<file path="config.mk">
export PLATFORM = sky130hd
export DESIGN_NAME = slow_clk_monitor
export DESIGN_NICKNAME = d
export VERILOG_FILES = /design/src/rtl/slow_clk_monitor.sv
export SDC_FILE = /design/constraint.sdc
export NUM_CORES = 1
export LEC_CHECK = 0
export ABC_AREA = 1
export BUFFER_PORTS_ARGS = -buffer_cell sky130_fd_sc_hd__buf_2
export CORE_ASPECT_RATIO = 2
export CORE_MARGIN = 1.5
export CORE_UTILIZATION = 40
export CTS_CLUSTER_SIZE = 8
export DETAILED_ROUTE_END_ITERATION = 12
export GPL_TIMING_DRIVEN = 0
export PLACE_DENSITY = 0.62
export SYNTH_ARGS = -nofsm -noshare
export SYNTH_HDL_FRONTEND = slang
export SYNTH_SLANG_ARGS = --single-unit
</file>
<file path="constraint.sdc">
create_clock -name clk_100MHz -period 2.9 [get_ports clk_100MHz]
set_input_delay 0.29 -clock clk_100MHz [delete_from_list [all_inputs] [get_ports clk_100MHz]]
set_output_delay 0.29 -clock clk_100MHz [all_outputs]
set_load 0.005 [all_outputs]
</file>
<file path="src/rtl/slow_clk_monitor.sv">
// Slow clock monitor: synchronises a divided clock into the clk_100MHz domain, emits
// single-cycle rise/fall pulses, measures each half period and reports lock/timeout.
module slow_clk_monitor #(
  parameter int unsigned SYNC_STAGES     = 2,
  parameter int unsigned EXP_HALF_PERIOD = 50000,
  parameter int unsigned TOL             = 16,
  parameter int unsigned LOCK_COUNT      = 4,
  parameter int unsigned CNT_W           = 27
) (
  input  logic             clk_100MHz,
  input  logic             reset,
  input  logic             slow_clk_in,
  output logic             rise_pulse,
  output logic             fall_pulse,
  output logic [CNT_W-1:0] half_period,
  output logic             period_valid,
  output logic             period_err,
  output logic             locked,
  output logic             timeout
);

  localparam int unsigned GoodW = $clog2(LOCK_COUNT + 1);

  localparam logic [CNT_W-1:0] CntMax      = '1;
  localparam logic [CNT_W-1:0] ExpHp       = CNT_W'(EXP_HALF_PERIOD);
  localparam logic [CNT_W-1:0] TolW        = CNT_W'(TOL);
  // Last counter value before the timeout threshold; interval = counter + 1.
  localparam logic [CNT_W-1:0] TimeoutLast = CNT_W'(2 * EXP_HALF_PERIOD - 1);
  localparam logic [GoodW-1:0] GoodMax     = GoodW'(LOCK_COUNT);

  typedef enum logic [1:0] {
    StIdle,
    StAcq,
    StTrack,
    StLost
  } state_e;

  state_e                 state_q, state_d;
  logic [SYNC_STAGES-1:0] sync_q;
  logic                   prev_q;
  logic [CNT_W-1:0]       cnt_q, cnt_d;
  logic [CNT_W-1:0]       hp_q, hp_d;
  logic                   valid_q, valid_d;
  logic                   err_q, err_d;
  logic [GoodW-1:0]       good_q, good_d;
  logic                   locked_q, locked_d;
  logic                   timeout_q, timeout_d;
  logic                   rise_q, fall_q;

  logic             sync_last;
  logic             rise_det;
  logic             fall_det;
  logic             edge_det;
  logic [CNT_W-1:0] interval;
  logic [CNT_W-1:0] diff;
  logic             in_tol;

  // Synchroniser chain, previous-level flop and registered edge pulses.
  always_ff @(posedge clk_100MHz or posedge reset) begin
    if (reset) begin
      sync_q <= '0;
      prev_q <= 1'b0;
      rise_q <= 1'b0;
      fall_q <= 1'b0;
    end else begin
      sync_q <= {sync_q[SYNC_STAGES-2:0], slow_clk_in};
      prev_q <= sync_q[SYNC_STAGES-1];
      rise_q <= rise_det;
      fall_q <= fall_det;
    end
  end

  // Edge detection and unsigned-safe tolerance check on the current interval.
  always_comb begin
    sync_last = sync_q[SYNC_STAGES-1];
    rise_det  = sync_last & ~prev_q;
    fall_det  = ~sync_last & prev_q;
    edge_det  = rise_det | fall_det;
    interval  = (cnt_q == CntMax) ? CntMax : cnt_q + CNT_W'(1);
    diff      = (interval >= ExpHp) ? (interval - ExpHp) : (ExpHp - interval);
    in_tol    = (diff <= TolW);
  end

  // State and measurement registers.
  always_ff @(posedge clk_100MHz or posedge reset) begin
    if (reset) begin
      state_q   <= StIdle;
      cnt_q     <= '0;
      hp_q      <= '0;
      valid_q   <= 1'b0;
      err_q     <= 1'b0;
      good_q    <= '0;
      locked_q  <= 1'b0;
      timeout_q <= 1'b0;
    end else begin
      state_q   <= state_d;
      cnt_q     <= cnt_d;
      hp_q      <= hp_d;
      valid_q   <= valid_d;
      err_q     <= err_d;
      good_q    <= good_d;
      locked_q  <= locked_d;
      timeout_q <= timeout_d;
    end
  end

  // Next-state logic: an edge always takes priority over the timeout threshold.
  always_comb begin
    state_d   = state_q;
    cnt_d     = (cnt_q == CntMax) ? cnt_q : cnt_q + CNT_W'(1);
    hp_d      = hp_q;
    valid_d   = valid_q;
    err_d     = 1'b0;
    good_d    = good_q;
    locked_d  = locked_q;
    timeout_d = timeout_q;

    unique case (state_q)
      StIdle: begin
        cnt_d = '0;
        if (edge_det) begin
          state_d = StAcq;
        end
      end
      StAcq, StTrack: begin
        if (edge_det) begin
          cnt_d   = '0;
          state_d = StTrack;
          hp_d    = interval;
          valid_d = 1'b1;
          if (in_tol) begin
            good_d   = (good_q == GoodMax) ? good_q : good_q + GoodW'(1);
            locked_d = (good_d == GoodMax);
          end else begin
            err_d    = 1'b1;
            good_d   = '0;
            locked_d = 1'b0;
          end
        end else if (cnt_q >= TimeoutLast) begin
          state_d   = StLost;
          timeout_d = 1'b1;
          locked_d  = 1'b0;
          valid_d   = 1'b0;
          good_d    = '0;
        end
      end
      StLost: begin
        if (edge_det) begin
          cnt_d     = '0;
          state_d   = StAcq;
          timeout_d = 1'b0;
        end
      end
      default: begin
        state_d = StIdle;
      end
    endcase
  end

  assign rise_pulse   = rise_q;
  assign fall_pulse   = fall_q;
  assign half_period  = hp_q;
  assign period_valid = valid_q;
  assign period_err   = err_q;
  assign locked       = locked_q;
  assign timeout      = timeout_q;

endmodule

</file>
Yosys cells after proc, flatten, opt, wreduce, memory -nomap -nowiden

Cells that the tools add are included.

Register bits: 68
Logic and storage cells: 70

Eq/ne operators: 12
Magnitude comparators: 3
Bitwise logic cells: 5
Mux-type cells: 24
Reductions and logical operators: 10
Add/sub/neg operators: 4

Operator list:

| operator                                                                               | count |
|---|---|
| 27-bit two-way mux                                                                     | 4 |
| 27-bit case mux with 2 select lines                                                    | 1 |
| 27-bit by 1-bit adder with 27-bit output (second input constant)                       | 1 |
| 27-bit equality test (second input constant)                                           | 1 |
| 27-bit by 16-bit greater-or-equal comparator with 1-bit output (second input constant) | 1 |
| 27-bit by 17-bit greater-or-equal comparator with 1-bit output (second input constant) | 1 |
| 27-bit by 5-bit less-or-equal comparator with 1-bit output (second input constant)     | 1 |
| 16-bit by 27-bit subtractor with 27-bit output (first input constant)                  | 1 |
| 27-bit by 16-bit subtractor with 27-bit output (second input constant)                 | 1 |
| 3-bit two-way mux                                                                      | 4 |
| 1-bit two-way mux                                                                      | 10 |
| 3-bit equality test (second input constant)                                            | 2 |
| 2-bit two-way mux                                                                      | 3 |
| 2-bit != test (second input constant)                                                  | 3 |
| 3-bit != test (second input constant)                                                  | 2 |
| 2-bit AND reduction                                                                    | 3 |
| 2-bit equality test (second input constant)                                            | 2 |
| 2-bit case mux with 2 select lines                                                     | 1 |
| 4-bit AND reduction                                                                    | 1 |
| 2-bit nonzero test                                                                     | 2 |
| 2-bit OR reduction                                                                     | 2 |
| 3-bit by 1-bit adder with 3-bit output (second input constant)                         | 1 |
| 3-bit OR reduction                                                                     | 1 |
| 1-bit bitwise AND                                                                      | 2 |
| 6 further kinds                                                                        | 7 |

Longest topological paths before layout

Word-level depth: 8
Gate-level depth with buffers: 24

Worst setup path after synthesis

No wires, ideal clock.

Path type: register to register
Start point: register cnt_q[0]
End point: register good_q[0]
Period minus slack after synthesis: 2.697 ns
Arrival time: 2.631 ns
Path buffers: 2
Setup slack: 0.203 ns
Setup time: 0.065 ns
Cell stages (with the launch flop): 23
Path through: dfrtp_1 > ha_1 > nand2_1 > nor2_2 > nand2_4 > nor2_8 > nand2_4 > buf_6 > nand3_1 > nor2_2 > nand3_2 > nor2_4 > nand2_4 > buf_6 > nand2_1 > nand2_1 > inv_1 > nand3_1 > nor2_2 > nand4_2 > nor2_4 > nand3_1 > nand2_1

Word-level cells in the longest chain between the ends: 7
Elaborated cells on any way between the ends: 13
Those cells by class: 3 x add/sub; 3 x order compare; 1 x eq/ne; 4 x mux; 2 x reduce/logical

RTL lines:

| what                                                                             | RTL line | RTL |
|---|---|---|
| start, declared                                                                  | 41       | `logic [CNT_W-1:0] cnt_q, cnt_d;` |
| start signal, assigned                                                           | 97       | `cnt_q <= cnt_d;` |
| 27-bit by 1-bit adder with 27-bit output or 27-bit equality test (tied branches) | 79       | `interval = (cnt_q == CntMax) ? CntMax : cnt_q + CNT_W'(1);` |
| 27-bit two-way mux                                                               | 79       |  |
| 16-bit by 27-bit subtractor with 27-bit output, or another cell as far along     | 80       | `diff = (interval >= ExpHp) ? (interval - ExpHp) : (ExpHp - interval);` |
| 27-bit two-way mux                                                               | 80       |  |
| 27-bit by 5-bit less-or-equal comparator with 1-bit output                       | 81       | `in_tol = (diff <= TolW);` |
| 3-bit two-way mux                                                                | 131      | `if (in_tol) begin` |
| 3-bit two-way mux                                                                | 126      | `if (edge_det) begin` |
| end signal, assigned                                                             | 101      | `good_q <= good_d;` |
| end, declared                                                                    | 45       | `logic [GoodW-1:0] good_q, good_d;` |

Parallel ways exist; a longest one is shown, timed or not.
A chain may end at the register's enable or synchronous reset.

Worst setup path in the final report

Start point: register cnt_q[1]
End point: register good_q[1]

Same word-level chain as after synthesis.

==> flow_summary.ini <==
[critical_path]
cp-start-kind = flip-flop
cp_data_arrival_time_ns = 3.40
path_max_fanout = 8
crit_required_ns = 3.18
critPathKind = flip-flop to flip-flop
end_kind = flip-flop

[clock_tree]
holdBufCountCts = 0
cts-root-buf = clkbuf_16
clock_latency_ns = 0.34
cts_buffer_depth = 2
cts_buffers = 9
clkTransAtPathRegs_ns = 0.06
cts_tree = done
h-tree-depth = 3
cts.sink_count = 68

[power_and_ir_drop]
leakage_nw = 3.191
switchingPower_uw = 818.8
switching_share_pct = 31.92
p_int_mw = 1.747
clockPowerShare_pct = 39.0
combPwrFrac_pct = 20.6
power_per_cell_area_nw_per_um2 = 430.3
peakVddDrop_mv = 0.5403
p_seq_share_pct = 40.5

[global_route]
antenna_found_initial = 0
grt_pass1_wl_um = 22170
grt_pass1_vias = 4677
grt_usage_pct = 23.99
grt_max_degree = 36
grt_remaining_overflow = 0

[synthesis]
synth_commonest_cells = nand2_1 (212), inv_1 (90), nor2_1 (82), dfrtp_1 (68), nand3_1 (67)
synth_area_sq_um = 4542
ys_seq_area_share_pct = 37.47
synth_area_leaders = dfrtp_1 (37%), nand2_1 (18%), inv_1 (7.4%), nand3_1 (7.4%), nor2_1 (6.8%)
ys_warn_count = 0
ys_ff_latch = 68
synthFlopType = dfrtp_1
syn_avg_cell_area_sq_um = 6.729
yosysUniqueCellTypes = 35
yosysTopAreaCellShare_pct = 37.47
ys_async_sr_fraction_pct = 100.0
synth_top_cell_by_area = dfrtp_1
netlist_instances = 675
syn_nets = 685
synth_edf_count = 0
post-synth-top-count-cell = nand2_1

[cells_and_area]
multi_input_area_sq_um = 2826
diodes = 0
synthToLayoutAreaGrowth_pct = 31.27
final_area_sq_um = 5962
drive_above_1_share_pct = 24.51
nNetsFinal = 764
ff_latch_area_sq_um = 1702
fillers = 1037

[run_status]
outcome = finished, violations left
violations = negative setup slack

[floorplanning]
row_count = 54
ios = 36
start_util_pct = 41.24
die_x_um = 78.35
die_y_um = 153.7
core_area_sq_um = 11010
dieArea_sq_um = 12040

[job]
max_cap_violations = 0

[placed_design]
place_area_sq_um = 4912
preCtsSetupSlack_ns = -0.5185
port_buffers = 35
place_congestion = 0.9522
hpwl_um = 10670

[sta]
max_slew_margin_pct = 52.54
timing.hold.ws_ns = 0.05220
finalHoldViolations = 0
setup_violations = 5
setup_ws_ns = -0.2290
period_minus_slack_ns = 3.129
fmax_ghz = 0.3196
fin_crit_sh_pct = 107.9
tightestPinTransition_ns = 0.7109
rsz0062_at_grt = yes
clock_skew_ns = 0.005872
maxSlewViolCount = 0

[min_path]
hp-class = primary input to flip-flop

[drt]
wirelength_um = 14370
drt_pre_antenna_iters = 5
avgRoutedWirePerCell_um = 15.99
drt-vias-per-instance = 5.230
ant_nets = 0
drt_iter0_drc = 183
vias = 4702
drc = 0
-- per-layer routing --
| metal | global-route usage [%] | vias up | wire length [um] |
|---|---|---|---|
| li1 | - | 2291 | - |
| met1 | 22.60 | 2210 | 4920 |
| met2 | 46.54 | 140 | 8032 |
| met3 | 2.908 | 61 | 413 |
| met4 | 15.73 | 0 | 1008 |
| met5 | 0 | - | 0 |
-- final timing paths --
path	start	to	slack [ns]	cells past startpoint
max	cnt_q[1]	good_q[1]	-0.23	21
max in group asynchronous	reset	cnt_q[22]	2.20	3
min	slow_clk_in	sync_q[0]	0.05	1
min reg2reg	sync_q[0]	sync_q[1]	0.36	0
max reg2reg	cnt_q[1]	good_q[1]	-0.23	21
min in group asynchronous	reset	fall_pulse	0.06	2
-- cells in the final DEF, fill, tap and decap left out, types with 12 or more instances in the layout --
master,n
nor2_1,65
o21ai_0,35
nand2_1,199
nand3_1,53
nor2_4,18
nor2_2,12
inv_1,88
dfrtp_1,68
nand3_2,12
nand2_2,19
buf_2,35
buf_4,24
-- critical path, cell delays in order (launching register included) --
cell and delay [ns]:
dfrtp_1 0.37, ha_2 0.20, nand2_2 0.08, nor2_4 0.14, nand2_4 0.10, nor2_8 0.21
nand2_8 0.12, buf_12 0.18, nand2_8 0.08, nand2_4 0.06, clkinvlp_4 0.13, o211ai_1 0.19
buf_4 0.18, xor2_1 0.12, nand2_1 0.07, nand2_1 0.11, nand2_1 0.10, nor2_4 0.16
nand4_4 0.10, nor2_4 0.16, nand3_1 0.08, nand2_1 0.09
-- through the flow --
stage | setup TNS [ns] | util [%] | instances | power [mW]
5_1_grt | -2.067 | 54.14 | 899 | 2.677
6_report | -1.018 | 54.14 | 899 | 2.565
3_3_place_gp | -2.218 | 44.42 | 850 | 1.512
4_1_cts | -0.5256 | 51.37 | 889 | 2.575
3_5_place_dp | -2.447 | 44.60 | 851 | 1.533
2_1_floorplan | 0 | - | 675 | 1.348
-- layout make-up --
type / count / area share, %
plain buffers: 10 / 1.280
clock buffers: 10 / 4.008
clock inverters: 6 / 0.6716
inverters: 98 / 6.359
multi-input cells: 500 / 47.41
flip-flops and latches: 68 / 28.54
well taps: 140 / 2.938
repair buffers: 67 / 8.793
-- cell families after synthesis --
| kind of cell | synth area share [%] |
|---|---|
| AO/OA/AOI/OAI | 6.253 |
| XOR/XNOR | 2.314 |
| adder cells (fa/ha/maj) | 1.928 |
| buffers and inverters | 9.284 |
| flip-flops | 37.47 |
| AND/OR/NAND/NOR | 42.75 |
-- state kept, by name, summed over array words and instances (netlist names) --
| name | cells |
|---|---|
| sync_q | 2 |
| period_valid | 1 |
| half_period | 27 |
| timeout | 1 |
| locked | 1 |
| cnt_q | 27 |
| period_err | 1 |
| prev_q | 1 |
| state_q | 2 |
| rise_pulse | 1 |
| fall_pulse | 1 |
| good_q | 3 |
-- power groups by stage --
stage	sequential [mW]	clock [mW]	combinational, mW
after global routing	1.04	1.05	0.579
final	1.04	1.00	0.527
after global placement	1.05	0	0.458
after CTS	1.04	1.02	0.521
after floorplan	1.05	0	0.295
after detailed placement	1.06	0	0.474
-- what timing repair did --
item / in CTS / in global routing
setup buffers: 21 / 7
cloned: 1 / 3
endpoints found under the setup margin: 5 / 5
hold endpoints to repair: 0 / 0
resized for setup: 62 / 40
pin swaps: 17 / 24
No activity file was read; power rests on OpenSTA's default activity.
